**config.mk**
```make
export PLATFORM = sky130hd
export DESIGN_NAME = thumb_fetch_unit
export DESIGN_NICKNAME = d
export VERILOG_FILES = /design/src/rtl/thumb_fetch_pkg.sv /design/src/rtl/halfword_fifo.sv /design/src/rtl/thumb_fetch_unit.sv
export SDC_FILE = /design/constraint.sdc
export NUM_CORES = 1
export LEC_CHECK = 0
export ABC_CLOCK_PERIOD_IN_PS = 10050
export BUFFER_PORTS_ARGS = -buffer_cell sky130_fd_sc_hd__buf_4
export CAP_MARGIN = 20
export CORE_MARGIN = 2
export CORE_UTILIZATION = 64
export DETAILED_ROUTE_END_ITERATION = 10
export PLACE_DENSITY_LB_ADDON = 0.2
export RECOVER_POWER = 100
export SETUP_SLACK_MARGIN = 0.02
export SLEW_MARGIN = 20
export SYNTH_ARGS = -nofsm -noshare
export SYNTH_HDL_FRONTEND = slang
export SYNTH_SLANG_ARGS = --single-unit
```
**constraint.sdc**
```tcl
create_clock -name clk -period 10.05 [get_ports clk]
set_clock_uncertainty 0.2 [all_clocks]
set_input_delay 1.5075 -clock clk [delete_from_list [all_inputs] [get_ports clk]]
set_output_delay 1.5075 -clock clk [all_outputs]
set_load 0.1 [all_outputs]
```
**src/rtl/thumb_fetch_pkg.sv**
```systemverilog
// rtl/thumb_fetch_pkg.sv - shared types and helpers for the Thumb fetch front-end
package thumb_fetch_pkg;

    typedef enum logic [1:0] {
        S_IDLE,
        S_RUN,
        S_DROP
    } fetch_state_t;

    localparam int HW_BYTES   = 2;
    localparam int WORD_BYTES = 4;

    // A Thumb-2 32-bit encoding is flagged by the top five bits of its first halfword.
    function automatic logic is_thumb32(input logic [15:0] hw);
        return hw[15:11] inside {5'b11101, 5'b11110, 5'b11111};
    endfunction

endpackage

```
**src/rtl/halfword_fifo.sv**
```systemverilog
// rtl/halfword_fifo.sv - circular halfword queue with 0/1/2 push and pop per cycle
module halfword_fifo #(
    parameter int BUF_DEPTH = 8,
    localparam int PTR_W = $clog2(BUF_DEPTH),
    localparam int CNT_W = PTR_W + 1
) (
    input  logic             clk,
    input  logic             rst,
    input  logic             flush,
    input  logic [1:0]       push_cnt,
    input  logic [15:0]      push_data0,
    input  logic [15:0]      push_data1,
    input  logic [1:0]       pop_cnt,
    output logic [15:0]      head0,
    output logic [15:0]      head1,
    output logic [CNT_W-1:0] count
);

    logic [15:0]      mem [BUF_DEPTH];
    logic [PTR_W-1:0] rd_ptr;
    logic [PTR_W-1:0] wr_ptr;

    always_ff @(posedge clk) begin
        if (rst || flush) begin
            rd_ptr <= '0;
            wr_ptr <= '0;
            count  <= '0;
        end else begin
            rd_ptr <= rd_ptr + PTR_W'(pop_cnt);
            wr_ptr <= wr_ptr + PTR_W'(push_cnt);
            count  <= count + CNT_W'(push_cnt) - CNT_W'(pop_cnt);
        end
    end

    // Storage carries no reset; count alone decides which entries are meaningful.
    always_ff @(posedge clk) begin
        if (push_cnt != 2'd0) begin
            mem[wr_ptr] <= push_data0;
        end
        if (push_cnt == 2'd2) begin
            mem[wr_ptr + PTR_W'(1)] <= push_data1;
        end
    end

    assign head0 = mem[rd_ptr];
    assign head1 = mem[rd_ptr + PTR_W'(1)];

endmodule

```
**src/rtl/thumb_fetch_unit.sv**
```systemverilog
// rtl/thumb_fetch_unit.sv - word-fetching Thumb instruction front-end with prefetch queue and redirect
module thumb_fetch_unit
    import thumb_fetch_pkg::*;
#(
    parameter int                ADDR_W    = 16,
    parameter int                BUF_DEPTH = 8,
    parameter logic [ADDR_W-1:0] RESET_PC  = '0
) (
    input  logic              clk,
    input  logic              rst,
    input  logic              fetch_en,
    output logic              mem_req,
    output logic [ADDR_W-1:0] mem_addr,
    input  logic [31:0]       mem_rdata,
    input  logic              mem_rvalid,
    input  logic              redirect_valid,
    input  logic [ADDR_W-1:0] redirect_addr,
    output logic              inst_valid,
    input  logic              inst_ready,
    output logic [31:0]       inst_data,
    output logic              inst_is32,
    output logic [ADDR_W-1:0] inst_pc
);

    localparam int                CNT_W     = $clog2(BUF_DEPTH) + 1;
    localparam logic [ADDR_W-1:0] HW_STEP   = ADDR_W'(HW_BYTES);
    localparam logic [ADDR_W-1:0] WORD_STEP = ADDR_W'(WORD_BYTES);

    fetch_state_t      state;
    fetch_state_t      state_next;
    logic [ADDR_W-1:0] fetch_addr;
    logic [ADDR_W-1:0] head_pc;
    logic              skip_low;
    logic              inflight;
    logic [CNT_W-1:0]  count;
    logic [15:0]       head0;
    logic [15:0]       head1;
    logic              head32;
    logic              accept;
    logic              pop;
    logic              has_credit;
    logic [1:0]        push_cnt;
    logic [1:0]        pop_cnt;
    logic [15:0]       push_data0;
    logic [15:0]       push_data1;

    halfword_fifo #(
        .BUF_DEPTH(BUF_DEPTH)
    ) u_fifo (
        .clk       (clk),
        .rst       (rst),
        .flush     (redirect_valid),
        .push_cnt  (push_cnt),
        .push_data0(push_data0),
        .push_data1(push_data1),
        .pop_cnt   (pop_cnt),
        .head0     (head0),
        .head1     (head1),
        .count     (count)
    );

    assign head32     = is_thumb32(head0);
    assign inst_valid = !redirect_valid &&
                        ((count >= CNT_W'(2)) || ((count == CNT_W'(1)) && !head32));
    assign inst_is32  = head32;
    assign inst_data  = head32 ? {head0, head1} : {head0, 16'h0000};
    assign inst_pc    = head_pc;
    assign pop        = inst_valid && inst_ready;
    assign pop_cnt    = !pop ? 2'd0 : (head32 ? 2'd2 : 2'd1);

    // Reserve room for the response already on its way before committing to another word.
    assign has_credit = (int'(count) + 2 * int'(inflight) + 2) <= BUF_DEPTH;
    assign mem_req    = (state != S_IDLE) && fetch_en && !redirect_valid && has_credit;
    assign mem_addr   = fetch_addr;

    // A response is only ours if we asked for it last cycle and nothing has since flushed it.
    assign accept = mem_rvalid && inflight && (state != S_DROP) && !redirect_valid;

    always_comb begin
        push_cnt   = 2'd0;
        push_data0 = mem_rdata[15:0];
        push_data1 = mem_rdata[31:16];
        if (accept) begin
            if (skip_low) begin
                push_cnt   = 2'd1;
                push_data0 = mem_rdata[31:16];
            end else begin
                push_cnt = 2'd2;
            end
        end
    end

    always_comb begin
        state_next = state;
        if (redirect_valid) begin
            state_next = inflight ? S_DROP : (fetch_en ? S_RUN : S_IDLE);
        end else begin
            case (state)
                S_IDLE:  if (fetch_en) state_next = S_RUN;
                S_RUN:   if (!fetch_en && !inflight) state_next = S_IDLE;
                S_DROP:  state_next = fetch_en ? S_RUN : S_IDLE;
                default: state_next = S_IDLE;
            endcase
        end
    end

    always_ff @(posedge clk) begin
        if (rst) begin
            state      <= S_IDLE;
            inflight   <= 1'b0;
            fetch_addr <= RESET_PC & ~ADDR_W'(3);
            head_pc    <= RESET_PC & ~ADDR_W'(1);
            skip_low   <= RESET_PC[1];
        end else begin
            state    <= state_next;
            inflight <= mem_req;
            if (redirect_valid) begin
                fetch_addr <= redirect_addr & ~ADDR_W'(3);
                head_pc    <= redirect_addr & ~ADDR_W'(1);
                skip_low   <= redirect_addr[1];
            end else begin
                if (mem_req) begin
                    fetch_addr <= fetch_addr + WORD_STEP;
                end
                if (pop) begin
                    head_pc <= head_pc + (head32 ? WORD_STEP : HW_STEP);
                end
                if (accept && skip_low) begin
                    skip_low <= 1'b0;
                end
            end
        end
    end

endmodule

```
Word level (Yosys, flattened, before mapping). Memory sizes are Yosys's and may differ from the RTL's. A register that Yosys moved wholly into a read port is not among the register bits. Index checks and enable logic that the tools add are counted.

Add/sub/neg operators: 10. Magnitude comparators: 2. Equality and inequality tests: 10. Muxes and demuxes: 25. Reductions and logical operators: 26.

Operators by type and width (number): 2-to-1 mux 16 bit (7); adder 16 x 3 -> 16 bit (1); adder 16 x 3 -> 16 bit (second input constant) (1); 2-to-1 mux 2 bit (8); == test 5 bit (second input constant) (3); logical AND 1 bit (11); nonzero test 2 bit (5); 2-to-1 mux 1 bit (7); adder 3 x 1 -> 3 bit (second input constant) (2); adder 3 x 2 -> 3 bit (2); adder 5 x 2 -> 6 bit (second input constant) (1); less-or-equal comparator 6 x 4 -> 1 bit (second input constant) (1); 2-to-1 mux 3 bit (2); != test 3 bit (second input constant) (2); case mux 2 bit (3 select lines) (1); adder 4 x 2 -> 5 bit (1); adder 4 x 2 -> 4 bit (1); == test 2 bit (second input constant) (2); == test 4 x 1 -> 1 bit (second input constant) (1); >= comparator 4 x 2 -> 1 bit (second input constant) (1); zero test 1 bit (4); subtractor 4 x 2 -> 4 bit (1); nonzero test 3 bit (1); == test 2 x 1 -> 1 bit (second input constant) (1); other kinds (5) (6).

Register bits: 46. Memory bits (writable): 128. Output and inout port bits: 67. Logic and storage cells: 84. Memories kept: 1.

Memories: u_fifo.mem (depth 8, bits a word 16, read ports 2, clocked after memory_dff 1, write ports 2, line halfword_fifo.sv:19) `logic [15:0] mem [BUF_DEPTH];`.

Logic depth before layout (Yosys ltp). Gate-level depths: netlist of the first run.

Word-level depth: 10. Mapped depth: 16. Gate-level depth less buffers: 14.

Modules after synthesis. A second synthesis of the first run with hierarchy kept.

Cell total of the unflattened synthesis: 752. Area total of the unflattened synthesis: 10516.3 um2.

By module, submodules not included: halfword_fifo (instances 1, cells an instance 458, area each 8149.1 um2, seq. area each 4043.9 um2); thumb_fetch_unit (instances 1, cells an instance 294, area each 2367.3 um2, seq. area each 660.6 um2).

Least setup slack after synthesis of the first run. Ideal clock, no wire load.

Path kind: flip-flop to output port. Start: register u_fifo.rd_ptr[2]. End: output inst_data[10]. Data arrival time: 3.769 ns. Setup slack: 4.573 ns. Cell stages (with the launch flop): 9. Path buffers: 3. Cell sequence: dfxtp_1 > clkbuf_1 > mux4_2 > mux2_2 > and3_1 > buf_2 > o21ai_0 > clkbuf_1 > a21oi_1.

Word-level cells in the longest chain between the ends: 3.

RTL lines: start, declared (line halfword_fifo.sv:20) `logic [PTR_W-1:0] rd_ptr;`; start signal, assigned (line halfword_fifo.sv:29) `rd_ptr <= rd_ptr + PTR_W'(pop_cnt);`; adder 3 x 1 -> 3 bit (line halfword_fifo.sv:46) `assign head1 = mem[rd_ptr + PTR_W'(1)];`; memory read (8 x 16 bit); 2-to-1 mux 16 bit (line thumb_fetch_unit.sv:66) `assign inst_data = head32 ? {head0, head1} : {head0, 16'h0000};`; end, declared (line thumb_fetch_unit.sv:20) `output logic [31:0] inst_data,`.

Every way passes these cells.

Final worst setup path of the first run.
Start: register u_fifo.rd_ptr[1]. End: output inst_data[12].

Same word-level chain as after synthesis.

==> summary.md, run 1 <==
| Metric | Value |
|---|---|
| Most frequent cells in the layout | nor2_1 (166), a21oi_1 (157), edfxtp_1 (128) |
| Post-CTS Setup Inserts | 0 |
| Total gr overflow | 0 |
| IO buf count | 116 |
| Largest net degree at the start of global routing | 39 |
| CP cell instances | mux4_2, mux2_1, o21ai_0, clkbuf_1, a21oi_1, clkbuf_1 |
| Num rows | 45 |
| Fin crit period | 7.68 ns |
| Fmax | 130 MHz |
| Cells resized by post-CTS repair | 0 |
| Worst setup EP type | output port |
| Sequential area share after synthesis | 47.3% |
| Total Negative Setup Slacks | 0 ns |
| First-pass GRT wire length | 40.9 mm |
| Buffers from clock root to sink, at most | 2 |
| GRT Total Usage | about a third |
| GPL Wtd Cong | 0.869 |
| TritonRoute pass-1 iters | 6 |
| Share of cells above drive strength 1 | 17.4% |
| # DRC | 0 |
| Fin. Hold Viols | 0 |
| Fillers | between 1000 and 1500 |
| Worst-Skew Late Latency | 0.43 ns |
| Post-DP HPWL | 16.4 mm |
| Post-synthesis cell type count | 62 |
| Vias per inst | 6.74 |
| Mapped cell area | 0.00994 sq mm |
| Worst EP required | 8.34 ns |
| Synth async-reset ratio | 0% |
| Reg clk slew, reported paths | around 0.06 ns |
| CTS Buf Count | 17 |
| Clock share of power | 40.0% |
| Critical path's most frequent cell | clkbuf_1 |
| Hold_ws | 0.310 ns |
| Period Utilization, post-route | between 70% and 80% |
| Initial Util | 65.4% |
| Avg WL per Cell | about 22 microns |
| Internal power | between 1 and 1.5 mW |
| Final slew viol count | 264 |
| Status | complete, but fails checks |
| Die W | between 100 and 150 microns |
| Leading cell type in the layout, fill and taps excluded | nor2_1 |
| CTS tree | done |
| WL final | 26.7 mm |
| Power Total | 1.57 mW |
| # nets final | 1073 |
| Failing checks | capacitance limit, slew limit |
| Vias in the first global route | 7634 |
| CTS root buffer | clkbuf_16 |
| # H-tree levels | 4 |
| Sw Share | around a quarter |
| Setup crit start kind | flip-flop |
| MaxCap Viol Count | 13 |
| Crit Path Category | flip-flop to output port |
| Slew @ Worst Pin | 3.40 ns |
| ANT nets after route | 0 |
| Layout overhead on the synthesized area | 12.3% |
| Multi-input logic area | 0.00478 sq mm |
| Power per cell area | ~140 mW/mm^2 |
| Sw Pwr | 0.395 mW |
| Power share of the combinational group | approximately a tenth |
| RSZ-0062 raised after global routing | no |
| Routed vias | between 8000 and 9000 |
| Min-delay worst type | flip-flop to flip-flop |
| Post-Syn Area per Cell | 10.8 sq um |
| 1st-iter DRT viols | 1066 |
| Mapped Cells | 921 |
| Final setup fails | 0 |
| Storage cell area | about 0.0047 sq mm |
| Post-synth EDFFs | roughly 130 |
| Synth warn | 0 |
| Die H | 129 microns |
| I/O pins | 121 |
| Die area | 0.0165 sq mm |
| Core area | approximately 0.015 sq mm |
| Synth Flop Type | edfxtp_1 |
| Initial antenna violation count | 0 |
| Antenna Diode Count | 0 |
| Synth Register Bits | 171 |
| Reg power frac | 49.6% |
| Slew Limit Headroom | -129% |
| Slowest stage delay, CP | ~1.6 ns |
| CTS sink cnt | 171 |
| Critical path's slowest cell | dfxtp_1 |
| CP Data Arrival Time | 5.98 ns |
| Pleak | just under 4 nW |
| Max VDD drop | 170 uV |
| CTS Hold Buffers Added | 0 |
| Max FO, Critical Path | 33 |
## power groups by stage
stage | combinational [mW] | sequential [mW] | clock, mW
global placement | 0.164 | 0.791 | 0
finish | 0.162 | 0.777 | 0.627
global route | 0.173 | 0.778 | 0.655
floorplan | 0.0719 | 0.843 | 0
detailed placement | 0.167 | 0.792 | 0
CTS | 0.168 | 0.777 | 0.629
## routing by layer
layer,vias up,routed length [microns],GRT usage [%]
met5,-,0,0
met4,0,703,11.4
met3,63,2930,6.32
li1,3572,-,-
met2,530,13200,55.9
met1,3921,9890,43.8
## cell families (layout without fill, tap and decap cells)
| kind of cell | count (synthesis) | after routing | share of synthesized area [%] |
|---|---|---|---|
| compound gates | 227 | 227 | 13.6 |
| xor+xnor | 14 | 14 | 1.23 |
| fa+ha+maj | 21 | 21 | 3.02 |
| buf+inv | 113 | 201 | 4.53 |
| flops | 171 | 171 | 47.3 |
| mux | 99 | 99 | 18.4 |
| other cells | 1 | 3 | 0.0377 |
| simple gates | 275 | 275 | 11.9 |
## synth_stat cells, types with 6 or more instances
cell,n,share of area (%)
and3_1,9,0.57
dfxtp_1,43,8.7
ha_1,16,2.0
a21oi_1,157,7.9
o21ai_0,18,0.91
a222oi_1,6,0.60
mux4_2,61,14
edfxtp_1,128,39
mux2i_1,19,1.9
and2_1,8,0.50
a211oi_1,9,0.68
inv_1,33,1.2
mux2_2,15,1.7
clkbuf_1,64,2.4
xnor2_1,11,0.97
buf_1,7,0.26
nand3_1,9,0.45
nor2_1,166,6.3
nand2_1,55,2.1
## per-stage QoR
stage               instance area [sq um]  setup slack, ns  util [%]  cells
finish                              11200             2.37      73.4   1199
global route                        11200             2.28      73.4   1199
CTS                                 11500             4.58      75.6   1197
detailed placement                  10900             5.06      71.9   1165
global placement                    10900             5.08      71.8   1165
floorplan                            9950             4.57         -    923
## worst max-delay path, delay by kind of cell, from the launching register on
family / cells / cell delay, ns
compound gates: 2 / 1.51
buf+inv: 2 / 1.32
flops: 1 / 1.63
mux: 2 / 1.06
## area by class of cell
type,instances,area share [%]
clock buffers,27,4.74
flip-flops and latches,171,42.2
inverters,34,1.14
well taps,188,2.11
clock inverters,5,0.258
multi-input cells,639,42.9
repair buffers,135,6.69
## registers in the layout (all words and copies together), names as in the netlist
signal	count
inst_pc	15
inflight	1
state	2
skip_low	1
u_fifo.wr_ptr	3
mem_addr	14
u_fifo.rd_ptr	3
u_fifo.mem	128
u_fifo.count	4
## worst paths after layout
| kind | from | endpoint | slack [ns] | cells past startpoint |
|---|---|---|---|---|
| setup / recovery | u_fifo.rd_ptr[1]$_SDFF_PP0_ | inst_data[12] | 2.37 | 6 |
| hold / removal | inflight$_SDFF_PP0_ | state[0]$_SDFFE_PP0P_ | 0.31 | 1 |
| setup reg to reg | u_fifo.rd_ptr[1]$_SDFF_PP0_ | inst_pc[15]$_SDFFE_PP0P_ | 3.42 | 10 |
| hold reg to reg | inflight$_SDFF_PP0_ | state[0]$_SDFFE_PP0P_ | 0.31 | 1 |
Power figures use the tool's default switching activity.
==> run 2: changes to the inputs <==
--- a/config.mk
+++ b/config.mk
@@ -5,11 +5,11 @@
 export SDC_FILE = /design/constraint.sdc
 export NUM_CORES = 1
 export LEC_CHECK = 0
-export ABC_CLOCK_PERIOD_IN_PS = 10050
+export ABC_CLOCK_PERIOD_IN_PS = 7410
 export BUFFER_PORTS_ARGS = -buffer_cell sky130_fd_sc_hd__buf_4
 export CAP_MARGIN = 20
 export CORE_MARGIN = 2
-export CORE_UTILIZATION = 64
+export CORE_UTILIZATION = 59
 export DETAILED_ROUTE_END_ITERATION = 10
 export PLACE_DENSITY_LB_ADDON = 0.2
 export RECOVER_POWER = 100
==> constraint.sdc (replaced) <==
create_clock -name clk -period 7.41 [get_ports clk]
set_clock_uncertainty 0.2 [all_clocks]
set_input_delay 1.1115 -clock clk [delete_from_list [all_inputs] [get_ports clk]]
set_output_delay 1.1115 -clock clk [all_outputs]
set_load 0.1 [all_outputs]
==> summary.md, run 2 (synthesized netlist as in run 1, its figures left out) <==
| Metric | Value |
|---|---|
| Period Utilization, post-route | a little over 80% |
| Avg WL per Cell | 21.2 microns (-4.9%) |
| MaxCap Viol Count | 10 (-3) |
| Worst setup EP type | output port |
| Area after DPL | 0.0110 sq mm (+0.61%) |
| Most frequent cells in the layout | nor2_1 (166), a21oi_1 (157), edfxtp_1 (128) |
| Fin. Hold Viols | 0 (unchanged) |
| First-pass GRT wire length | 40.4 mm (-1.1%) |
| Slew @ Worst Pin | 3.42 ns (+0.0199 ns) |
| GPL Wtd Cong | 0.830 (-4.5%) |
| Min-delay worst type | flip-flop to flip-flop |
| Routed vias | 7841 (-3.0%) |
| # nets final | 1075 (+0.19%) |
| Fmax | 164 MHz |
| CTS Buf Count | 17 (unchanged) |
| Die W | 134 microns (+4.0%) |
| Crit Path Category | flip-flop to output port |
| Largest register by flop count | u_fifo.mem |
| Total Negative Setup Slacks | 0 ns (unchanged) |
| Max FO, Critical Path | 33 (unchanged) |
| Die H | 134 microns (+4.0%) |
| Slew Limit Headroom | -131% (-1.3 points) |
| Vias per inst | 6.36 (-5.7%) |
| GRT Total Usage | 29.8% (-3.4 points) |
| CTS root buffer | clkbuf_16 |
| Failing checks | capacitance limit, slew limit |
| Die area | 0.0179 sq mm (+8.2%) |
| # H-tree levels | 4 (unchanged) |
| # DRC | 0 (unchanged) |
| Num rows | 47 (+4.4%) |
| Buffers from clock root to sink, at most | 2 (unchanged) |
| Worst EP required | 6.10 ns (-2.24 ns) |
| Layout overhead on the synthesized area | 14.5% |
| Status | complete, but fails checks |
| Top layer in use | met4 |
| I/O pins | 121 (unchanged) |
| Setup crit start kind | flip-flop |
| WL final | 26.1 mm (-2.2%) |
| Metal-1 WL | 9.95 mm (+0.62%) |
| Final setup fails | 0 (unchanged) |
| ANT nets after route | 0 (unchanged) |
| CP Data Arrival Time | 4.78 ns (-1.20 ns) |
| Antenna Diode Count | 0 (unchanged) |
| CTS Hold Buffers Added | 0 (unchanged) |
| Final slew viol count | 263 (-0.38%) |
| Post-DP HPWL | 15.7 mm (-4.3%) |
| Core area | 0.0165 sq mm (+8.7%) |
| Leading cell type in the layout, fill and taps excluded | nor2_1 |
| TritonRoute pass-1 iters | 7 (+1) |
| Reg clk slew, reported paths | 0.06 ns (about the same) |
| Routed wl met2 | 12.9 mm (-2.0%) |
| Initial Util | 60.2% (-5.2 points) |
| Vias in the first global route | 7431 (-2.7%) |
| CTS sink cnt | 171 (unchanged) |
| Largest net degree at the start of global routing | 63 (+62%) |
| Initial antenna violation count | 0 (unchanged) |
| Cells resized by post-CTS repair | 0 (unchanged) |
| Worst-Skew Late Latency | 0.43 ns (about the same) |
| Fillers | 1293 (+18%) |
| CTS tree | done |
| Post-CTS Setup Inserts | 0 (unchanged) |
| RSZ-0062 raised after global routing | no |
| Total gr overflow | 0 (unchanged) |
| Fin crit period | 6.10 ns |
| Largest register FFs | 128 (unchanged) |
| Max VDD drop | 175 uV (+2.9%) |
| Power per cell area | 197 mW/mm^2 (+40%) |
| Share of cells above drive strength 1 | 19.1% (+1.6 points) |
| Pleak | 4.01 nW (+2.6%) |
| Met3 WL | 2.58 mm (-12%) |
| Post-route cell area | 0.0114 sq mm (+2.0%) |
| 1st-iter DRT viols | 981 (-8.0%) |
| IO buf count | 116 (unchanged) |
run 2: cell types whose count changed in the layout (fill, tap and decap cells not counted), sizes merged:
cell | previous run | this run
clkinv | 3 | 4
inv | 36 | 34
bufinv | 0 | 1
clkbuf | 98 | 87
buf | 64 | 77
run 2: power by group:
| part | switching (mW) | internal, mW | total [mW] |
|---|---|---|---|
| sequential | 0.0144 | 1.04 | 1.05 |
| clock | 0.376 | 0.594 | 0.970 |
| combinational | 0.160 | 0.0577 | 0.218 |
run 2: final cells by class:
cell class | instances | area (sq um) | share of cell area (%)
clock inverter | 5 | 62.6 | 0.550
tap | 220 | 275 | 2.42
timing repair buffer | 137 | 803 | 7.06
multi-input combinational | 639 | 4800 | 42.2
inverter | 34 | 128 | 1.12
sequential | 171 | 4710 | 41.4
clock buffer | 27 | 598 | 5.26
run 2: worst max-delay path, cell delays in order, from the launching register on:
cell and delay, ns:
dfxtp_1 1.60, mux4_1 0.71, mux2_2 0.29, and3_1 0.29, o21ai_0 0.28, a21oi_1 0.14, nor2_1 0.14, clkbuf_1 0.89
run 2: layer usage:
layer,vias up,global-route usage (%)
li1,3562,-
met1,3758,40.6
met2,458,49.4
met3,63,4.12
met4,0,11.2
met5,-,0
run 2: worst paths after layout:
check                              start                 endpoint  slack [ns]  cells past startpoint
max reg2reg  u_fifo.rd_ptr[1]$_SDFF_PP0_  inst_pc[8]$_SDFFE_PP0P_        1.81                     12
max          u_fifo.rd_ptr[1]$_SDFF_PP0_               inst_valid        1.31                      7
min                  inflight$_SDFF_PP0_    state[0]$_SDFFE_PP0P_        0.31                      1
min reg2reg          inflight$_SDFF_PP0_    state[0]$_SDFFE_PP0P_        0.31                      1
run 2: per-stage QoR:
stage	hold slack, ns	power (mW)	worst slack (ns)	cells	utilization, %
floorplan	0.251	1.24	2.33	923	-
finish	0.308	2.24	1.31	1233	68.9
global route	0.361	2.30	1.14	1233	68.9
CTS	0.307	2.25	2.47	1232	70.6
detailed placement	0.294	1.30	2.57	1200	66.6
global placement	0.279	1.30	2.61	1199	66.4
